$ cat config.mk
export PLATFORM = sky130hd
export DESIGN_NAME = layer_sched
export DESIGN_NICKNAME = d
export VERILOG_FILES = /design/src/rtl/layer_sched.sv
export SDC_FILE = /design/constraint.sdc
export NUM_CORES = 1
export LEC_CHECK = 0
export CORE_AREA = 2 2 176 178
export CTS_CLUSTER_SIZE = 40
export DETAILED_ROUTE_END_ITERATION = 8
export DIE_AREA = 0 0 178 180
export PLACE_DENSITY = 0.54
export SLEW_MARGIN = 20
export SYNTH_ARGS = -nofsm -noshare
export SYNTH_HDL_FRONTEND = slang
export SYNTH_SLANG_ARGS = --single-unit
$ cat constraint.sdc
create_clock -name clk -period 3.3 [get_ports clk]
set_clock_uncertainty 0.05 [all_clocks]
set_input_delay 0.825 -clock clk [delete_from_list [all_inputs] [get_ports clk]]
set_output_delay 0.825 -clock clk [all_outputs]
set_load 0.01 [all_outputs]
$ cat src/rtl/layer_sched.sv
// layer_sched: sequences the layer engines one after another on a single start
// pulse. Each non-skipped engine receives a one-cycle enable and the scheduler
// waits for that engine's done (or a watchdog timeout) before moving on. While
// an engine is being fired or waited on, its DRAM port is muxed onto the shared
// DRAM; DRAM read data is broadcast to every engine.
//
// Ports
//   clk, srst                   clock, synchronous active-high reset
//   start, cfg_skip, cfg_tmo    run request and per-run config (latched on start)
//   eng_enable / eng_done       per-engine enable pulse out, done pulse in
//   eng_addr_rd/_wr, eng_data_wr, eng_en_rd/_wr   packed engine DRAM requests
//   eng_data_rd                 DRAM read data broadcast to engines
//   dram_*                      shared DRAM port (muxed from active engine)
//   cur_eng, busy, done, err    status
//
// state  | meaning
// -------+------------------------------------------------------------
// IDLE   | waiting for start
// SEL    | pick next engine: skip masked ones, finish when idx==NUM_ENG
// FIRE   | one-cycle enable to engine idx, clear watchdog
// WAIT   | wait for done of engine idx, count watchdog
// FIN    | run completed normally, pulse done
// ERR    | watchdog expired, pulse done and set err
module layer_sched #(
   parameter int NUM_ENG    = 4,
   parameter int DATA_WIDTH = 32,
   parameter int ADDR_WIDTH = 18,
   parameter int IDX_WIDTH  = 3,
   parameter int TMO_WIDTH  = 20
) (
   input  logic                          clk,
   input  logic                          srst,
   input  logic                          start,
   input  logic [NUM_ENG-1:0]            cfg_skip,
   input  logic [TMO_WIDTH-1:0]          cfg_tmo,
   output logic [NUM_ENG-1:0]            eng_enable,
   input  logic [NUM_ENG-1:0]            eng_done,
   input  logic [NUM_ENG*ADDR_WIDTH-1:0] eng_addr_rd,
   input  logic [NUM_ENG*ADDR_WIDTH-1:0] eng_addr_wr,
   input  logic [NUM_ENG*DATA_WIDTH-1:0] eng_data_wr,
   input  logic [NUM_ENG-1:0]            eng_en_rd,
   input  logic [NUM_ENG-1:0]            eng_en_wr,
   output logic [DATA_WIDTH-1:0]         eng_data_rd,
   input  logic [DATA_WIDTH-1:0]         dram_data_rd,
   output logic [ADDR_WIDTH-1:0]         dram_addr_rd,
   output logic [ADDR_WIDTH-1:0]         dram_addr_wr,
   output logic [DATA_WIDTH-1:0]         dram_data_wr,
   output logic                          dram_en_rd,
   output logic                          dram_en_wr,
   output logic [IDX_WIDTH-1:0]          cur_eng,
   output logic                          busy,
   output logic                          done,
   output logic                          err
);

   typedef enum logic [2:0] {
      S_IDLE, S_SEL, S_FIRE, S_WAIT, S_FIN, S_ERR
   } state_t;

   state_t                 state_q, state_d;
   logic [IDX_WIDTH-1:0]   idx_q, idx_d;
   logic [TMO_WIDTH-1:0]   timer_q, timer_d;
   logic [TMO_WIDTH-1:0]   tmo_q, tmo_d;
   logic [NUM_ENG-1:0]     skip_q, skip_d;
   logic                   err_q, err_d;

   logic                   cur_skip;
   logic                   cur_done;
   logic [ADDR_WIDTH-1:0]  sel_addr_rd;
   logic [ADDR_WIDTH-1:0]  sel_addr_wr;
   logic [DATA_WIDTH-1:0]  sel_data_wr;
   logic                   sel_en_rd;
   logic                   sel_en_wr;
   logic                   idx_end;

   // Select everything belonging to engine idx; compare-based so the index
   // register may be wider than log2(NUM_ENG) without out-of-range selects.
   always_comb begin
      cur_skip    = 1'b0;
      cur_done    = 1'b0;
      sel_addr_rd = '0;
      sel_addr_wr = '0;
      sel_data_wr = '0;
      sel_en_rd   = 1'b0;
      sel_en_wr   = 1'b0;
      for (int i = 0; i < NUM_ENG; i++) begin
         if (idx_q == IDX_WIDTH'(i)) begin
            cur_skip    = skip_q[i];
            cur_done    = eng_done[i];
            sel_addr_rd = eng_addr_rd[i*ADDR_WIDTH +: ADDR_WIDTH];
            sel_addr_wr = eng_addr_wr[i*ADDR_WIDTH +: ADDR_WIDTH];
            sel_data_wr = eng_data_wr[i*DATA_WIDTH +: DATA_WIDTH];
            sel_en_rd   = eng_en_rd[i];
            sel_en_wr   = eng_en_wr[i];
         end
      end
   end

   assign idx_end = (idx_q == IDX_WIDTH'(NUM_ENG));

   always_ff @(posedge clk) begin
      if (srst) begin
         state_q <= S_IDLE;
         idx_q   <= '0;
         timer_q <= '0;
         tmo_q   <= '0;
         skip_q  <= '0;
         err_q   <= 1'b0;
      end else begin
         state_q <= state_d;
         idx_q   <= idx_d;
         timer_q <= timer_d;
         tmo_q   <= tmo_d;
         skip_q  <= skip_d;
         err_q   <= err_d;
      end
   end

   always_comb begin
      state_d = state_q;
      idx_d   = idx_q;
      timer_d = timer_q;
      tmo_d   = tmo_q;
      skip_d  = skip_q;
      err_d   = err_q;
      case (state_q)
         S_IDLE: begin
            if (start) begin
               skip_d  = cfg_skip;
               tmo_d   = cfg_tmo;
               idx_d   = '0;
               err_d   = 1'b0;
               state_d = S_SEL;
            end
         end
         S_SEL: begin
            if (idx_end)       state_d = S_FIN;
            else if (cur_skip) idx_d   = idx_q + 1'b1;
            else               state_d = S_FIRE;
         end
         S_FIRE: begin
            timer_d = '0;
            state_d = S_WAIT;
         end
         S_WAIT: begin
            // done is checked first so it wins over a coincident timeout
            if (cur_done) begin
               idx_d   = idx_q + 1'b1;
               state_d = S_SEL;
            end else if ((tmo_q != '0) && (timer_q == tmo_q - 1'b1)) begin
               state_d = S_ERR;
            end else begin
               timer_d = timer_q + 1'b1;
            end
         end
         S_FIN:   state_d = S_IDLE;
         S_ERR: begin
            err_d   = 1'b1;
            state_d = S_IDLE;
         end
         default: state_d = S_IDLE;
      endcase
   end

   logic active;

   always_comb begin
      eng_enable = '0;
      for (int i = 0; i < NUM_ENG; i++) begin
         if ((state_q == S_FIRE) && (idx_q == IDX_WIDTH'(i))) eng_enable[i] = 1'b1;
      end
      active       = (state_q == S_FIRE) || (state_q == S_WAIT);
      busy         = (state_q != S_IDLE);
      done         = (state_q == S_FIN) || (state_q == S_ERR);
      err          = err_q;
      cur_eng      = idx_q;
      dram_addr_rd = active ? sel_addr_rd : '0;
      dram_addr_wr = active ? sel_addr_wr : '0;
      dram_data_wr = active ? sel_data_wr : '0;
      dram_en_rd   = active & sel_en_rd;
      dram_en_wr   = active & sel_en_wr;
   end

   assign eng_data_rd = dram_data_rd;

endmodule

Word-level counts from Yosys, hierarchy flattened:

Cells that the tools add are included.

* add/sub/neg operators: 3
* equal/unequal tests: 18
* multiplexer cells: 51
* bitwise logic cells: 2
* reductions and logical operators: 19

Operators by type and width (count)
* $mux 18: 10
* $mux 32: 5
* $mux 20: 2
* $pmux 20 s2: 1
* $mux 3: 9
* $mux 1: 21
* $add 20x1->20 const B: 1
* $eq 20x20->1: 1
* $reduce_bool 20->1: 1
* $sub 20x1->20 const B: 1
* $eq 3x2->1 const B: 4
* $ne 2x2->1 const B: 6
* $pmux 3 s4: 1
* $eq 3x3->1 const B: 3
* $pmux 3 s3: 1
* $eq 3x1->1 const B: 2
* $logic_not 3->1: 2
* $ne 3x3->1 const B: 2
* $reduce_and 3->1: 2
* $reduce_bool 3->1: 2
* $logic_and 1x1->1: 5
* $reduce_and 5->1: 1
* $reduce_and 2->1: 2
* $reduce_bool 2->1: 2
* other kinds (4): 6

* register bits: 51
* bits of input ports: 343
* output and inout port bits: 112
* word-level logic and storage cells: 99

Depth between registers and ports, before layout:

* depth in word-level cells: 8
* mapped depth: 13
* mapped depth without buffers: 10

Least setup slack after synthesis:

No wires, ideal clock.

* path type: reg2reg
* start point: reg idx_q[0] (netlist: cur_eng[0])
* end point: reg timer_q[7]
* library setup time: 0.115 ns
* data arrival time: 2.963 ns
* path slack: 0.172 ns
* stages on the path, launching flop included: 12
* buffers on the path: 2
* clock period less this slack: 3.128 ns
* path through: dfxtp_1 -> inv_1 -> ha_1 -> nor3b_1 -> clkbuf_1 -> a221oi_1 -> nor3_1 -> a2111oi_1 -> o21ai_4 -> buf_6 -> o31a_1 -> o21a_1

* longest elaborated chain between the ends: 7
* elaborated cells on any way between the ends: 10
* those cells by class: eq/ne (4); mux (4); reduce/logical (2)

RTL lines
* start: declaration: RTL line 61 `logic [IDX_WIDTH-1:0] idx_q, idx_d;`
* start signal: assignment: RTL line 111 `idx_q <= idx_d;`
* $logic_not 3->1: RTL line 87 `if (idx_q == IDX_WIDTH'(i)) begin`
* $mux 1 (3 in series): RTL line 87
* $mux 1 *: RTL line 87
* $ne 2x2->1 (no source line) *
* $reduce_and 3->1 (no source line) *
* end signal: assignment: RTL line 112 `timer_q <= timer_d;`
* end: declaration: RTL line 62 `logic [TMO_WIDTH-1:0] timer_q, timer_d;`

Mark *: on every way between the ends. The rest lies on a longest branch, timed or not.
A chain may end at the register's enable or synchronous reset.

Final worst setup path:

* start point: reg idx_q[1] (netlist: cur_eng[1])
* end point: out dram_data_wr[17]

* longest elaborated chain between the ends: 6
* elaborated cells on any way between the ends: 9
* those cells by class: eq/ne (3); mux (5); reduce/logical (1)

RTL lines
* $logic_not 3->1: RTL line 87
* $mux 32 (3 in series): RTL line 87
* $mux 32 *: RTL line 87
* $mux 32 *: RTL line 179 `dram_data_wr = active ? sel_data_wr : '0;`
* end: declaration: RTL line 47 `output logic [DATA_WIDTH-1:0] dram_data_wr,`

Marks and branches as above.

==> impl_metrics.py <==
metrics = {
    "critical_path": {
        "critical_path_class": "reg2out",
        "cp.arrival_ps": 2390,
        "cp_max_fo": 19,
        "reg2reg_depth": 14,
        "cp-endpoint": "dram_data_wr[17]",
        "r2r-end": "timer_q[19]",
        "worstPathRequired_ps": 2420,
        "start_kind": "register",
        "rrSetupSlack_ps": 200,
        "startpoint": "cur_eng[1]",
        "worst_setup_path_end_kind": "output pin",
        "r2r-start": "cur_eng[1]",
    },
    "placement": {
        "port_buffers": 390,
        "dp_hpwl_mm": 23.8,
        "gp_congestion": 0.900,
        "dpl-instance-area_sq_um": 9910,
        "placedCellCount": 1577,
    },
    "die": {
        "die_area_sq_um": 32000,
        "die_w_um": 178,
        "core_area_sq_um": 30200,
        "num_io_pins": 455,
        "row_count": 64,
        "die_y_um": 180,
        "start_util_pct": 18.0,
    },
    "timing": {
        "worst_pin_slew_ps": 802,
        "hold_ws_ps": 409,
        "hold_viol": 0,
        "period_share_pct": 98.9,
        "finalSetupTns_ps": 0,
        "rsz0062_at_grt": "yes",
        "fmax_mhz": 306,
        "period_needed_ps": 3260,
        "final-setup-viol-count": 0,
        "slew_headroom_pct": 46.4,
        "maxSlewViolCount": 0,
    },
    "clock_network": {
        "h-tree-depth": 2,
        "clockBufferDepth": 2,
        "cts_buffers": 5,
        "clock_latency_ps": 290,
        "clock_sink_count": 51,
        "cts-root-buf": "clkbuf_16",
        "postCtsHoldBufs": 0,
        "clk_pin_slew_worst_paths_ps": 80,
        "cts_tree": "done",
    },
    "pwr": {
        "combPwrFrac_pct": 50.4,
        "p_leak_uw": 0.00420,
        "pwr-share-clk_pct": 23.6,
        "switching_share_pct": 32.4,
        "power_density_nw_per_um2": 243,
        "irDropWorstVdd_mv": 0.241,
        "p_switching_uw": 831,
        "pwr-share-seq_pct": 26.0,
        "internal_power_uw": 1740,
    },
    "final_layout": {
        "drive_above_1_share_pct": 14.6,
        "ff_latch_area_sq_um": 1030,
        "utilization_pct": 35.1,
        "num-nets-final": 1561,
        "area_growth_pct": 95.0,
        "fin_area_sq_um": 10600,
        "fillerInstances": 3233,
        "multi_input_area_sq_um": 4150,
        "fin_cells": 1610,
    },
    "synth": {
        "yosysWarnings": 0,
        "synth.cell_area_sq_um": 5430,
        "synthTopCellsByArea": "dfxtp_1, a221oi_1, nor2_1",
        "synth_nets": 1185,
        "synth_top_area_cell": "dfxtp_1",
        "netlist_instances": 834,
        "synth.distinct_cells": 57,
        "synth_top_area_share_pct": 18.8,
        "async_flop_share_pct": 0,
        "ys_seq_area_share_pct": 18.8,
        "avgSynthCellArea_sq_um": 6.51,
        "ys_ff_latch": 51,
        "synth_enable_flop_cells": 0,
        "ys.flop_type": "dfxtp_1",
    },
    "outcome": {
        "status": "finished, final reports clean",
    },
    "route": {
        "remaining_drc_errors": 0,
        "dr.pass1.iters": 6,
        "ant_nets": 0,
        "vias": 7701,
        "wirelength_mm": 31.6,
        "vias_per_cell": 4.78,
        "wire_per_inst_um": 19.7,
        "drt_iter0_drc": 364,
    },
    "worst_hold_path": {
        "min_from": "skip_q[2]",
        "hold_class": "reg2reg",
    },
    "flow_run": {
        "maxCapViolations": 0,
    },
    "global_routing": {
        "grt_use_total_pct": 18.7,
        "antenna_found_initial": 3,
        "overflow": 0,
        "grt_pass1_vias": 7921,
        "grt_pass1_wl_mm": 46.5,
        "grt_max_degree": 46,
    },
}
==> critical path, cell delays in order (launching register included) <==
cell	delay [ps]
dfxtp_2	340
inv_2	60
ha_4	160
buf_4	120
nor2b_4	140
buf_12	120
bufbuf_16	290
a221oi_1	250
nor3_1	90
a21oi_1	150
nor2_1	50
dlygate4sd2_1	300
==> Yosys cell counts, types with 6 or more instances <==
cell type and count:
nor4_1 10, dfxtp_1 51, a21oi_1 110, xnor2_1 13, nor2_1 163, clkbuf_1 60, a221oi_1 71, inv_1 9
ha_1 8, and3_1 8, or3_1 6, or4_1 12, o211ai_1 6, nor3_1 81, xor2_1 14, nand3_1 13
o21a_1 7, buf_4 33, buf_1 7, nand2_1 68
==> worst min path at each step <==
stage	endpoint	slack, ps	cells after the start
floorplan	skip_q[2]	380	2
global placement	skip_q[2]	390	2
detailed placement	skip_q[2]	400	2
CTS	skip_q[0]	410	2
global route	skip_q[3]	440	2
finish	skip_q[2]	410	2
==> through the flow <==
step | worst slack [ps] | total power, uW
CTS | -171 | 2540
finish | 35.8 | 2570
global placement | -281 | 1900
floorplan | 172 | 1260
global route | -105 | 2730
detailed placement | -309 | 1900
==> sequential cells by signal, summed over array words and instances, names as in the netlist <==
register  count
cur_eng       3
err           1
skip_q        4
state_q       3
timer_q      20
tmo_q        20
==> layer usage <==
layer	share of wire, %	up-vias	global-route usage [%]
met5	0	-	0
met4	2.2	0	5.08
met3	6.1	40	3.74
met2	51	273	33.4
met1	40	3616	22.5
li1	-	3772	-
==> cells by family after synthesis <==
group | share of synthesized area (%)
XOR/XNOR | 4.36
adder cells (fa/ha/maj) | 1.84
multiplexers | 0.945
AO/OA/AOI/OAI | 29.3
flip-flops | 18.8
buffers and inverters | 11.1
AND/OR/NAND/NOR | 33.6
==> cell type report <==
cell class / count / area share, %
Multi-Input combinational cell: 668 / 39.1
Inverter: 9 / 0.319
Sequential cell: 51 / 9.70
Tap cell: 396 / 4.68
Clock buffer: 5 / 1.18
Timing Repair Buffer: 475 / 44.5
Antenna cell: 3 / 0.0709
Clock inverter: 3 / 0.437
==> placed cells by master, fill, tap and decap left out, types with 4 or more instances in the layout <==
master	n
nor3_2	4
or4_1	12
nor3_1	77
nand3_1	13
xor2_1	14
clkdlybuf4s50_1	320
dlygate4sd2_1	40
a21oi_1	103
o21ai_1	5
a221oi_4	5
clkbuf_2	18
nand4_1	5
a21oi_2	7
clkbuf_16	7
o21a_1	7
and2_1	5
mux2i_1	4
o31ai_1	5
o211ai_1	6
a221oi_2	19
and3_1	8
ha_1	4
a221oi_1	47
nand2_1	68
xnor2_1	13
or3_1	6
buf_4	59
a31oi_1	4
buf_12	15
buf_6	7
dfxtp_1	48
nor4_1	10
o21ai_0	5
clkdlybuf4s15_1	5
inv_1	7
nor2_1	162
==> power groups by stage <==
stage	Clock, uW	Sequential, uW	Combinational (uW)
finish	606	667	1300
global route	650	670	1410
CTS	620	666	1260
detailed placement	0	680	1220
global placement	0	679	1220
floorplan	0	678	583
==> timing repair <==
| item | CTS | global route |
|---|---|---|
| endpoints found under the setup margin | 75 | 72 |
| pin swaps | 4 | 7 |
| cloned | 3 | 2 |
| gates resized for setup | 102 | 81 |
| buffers inserted | 13 | 6 |
Note: power is estimated with default switching activity, not from simulation.
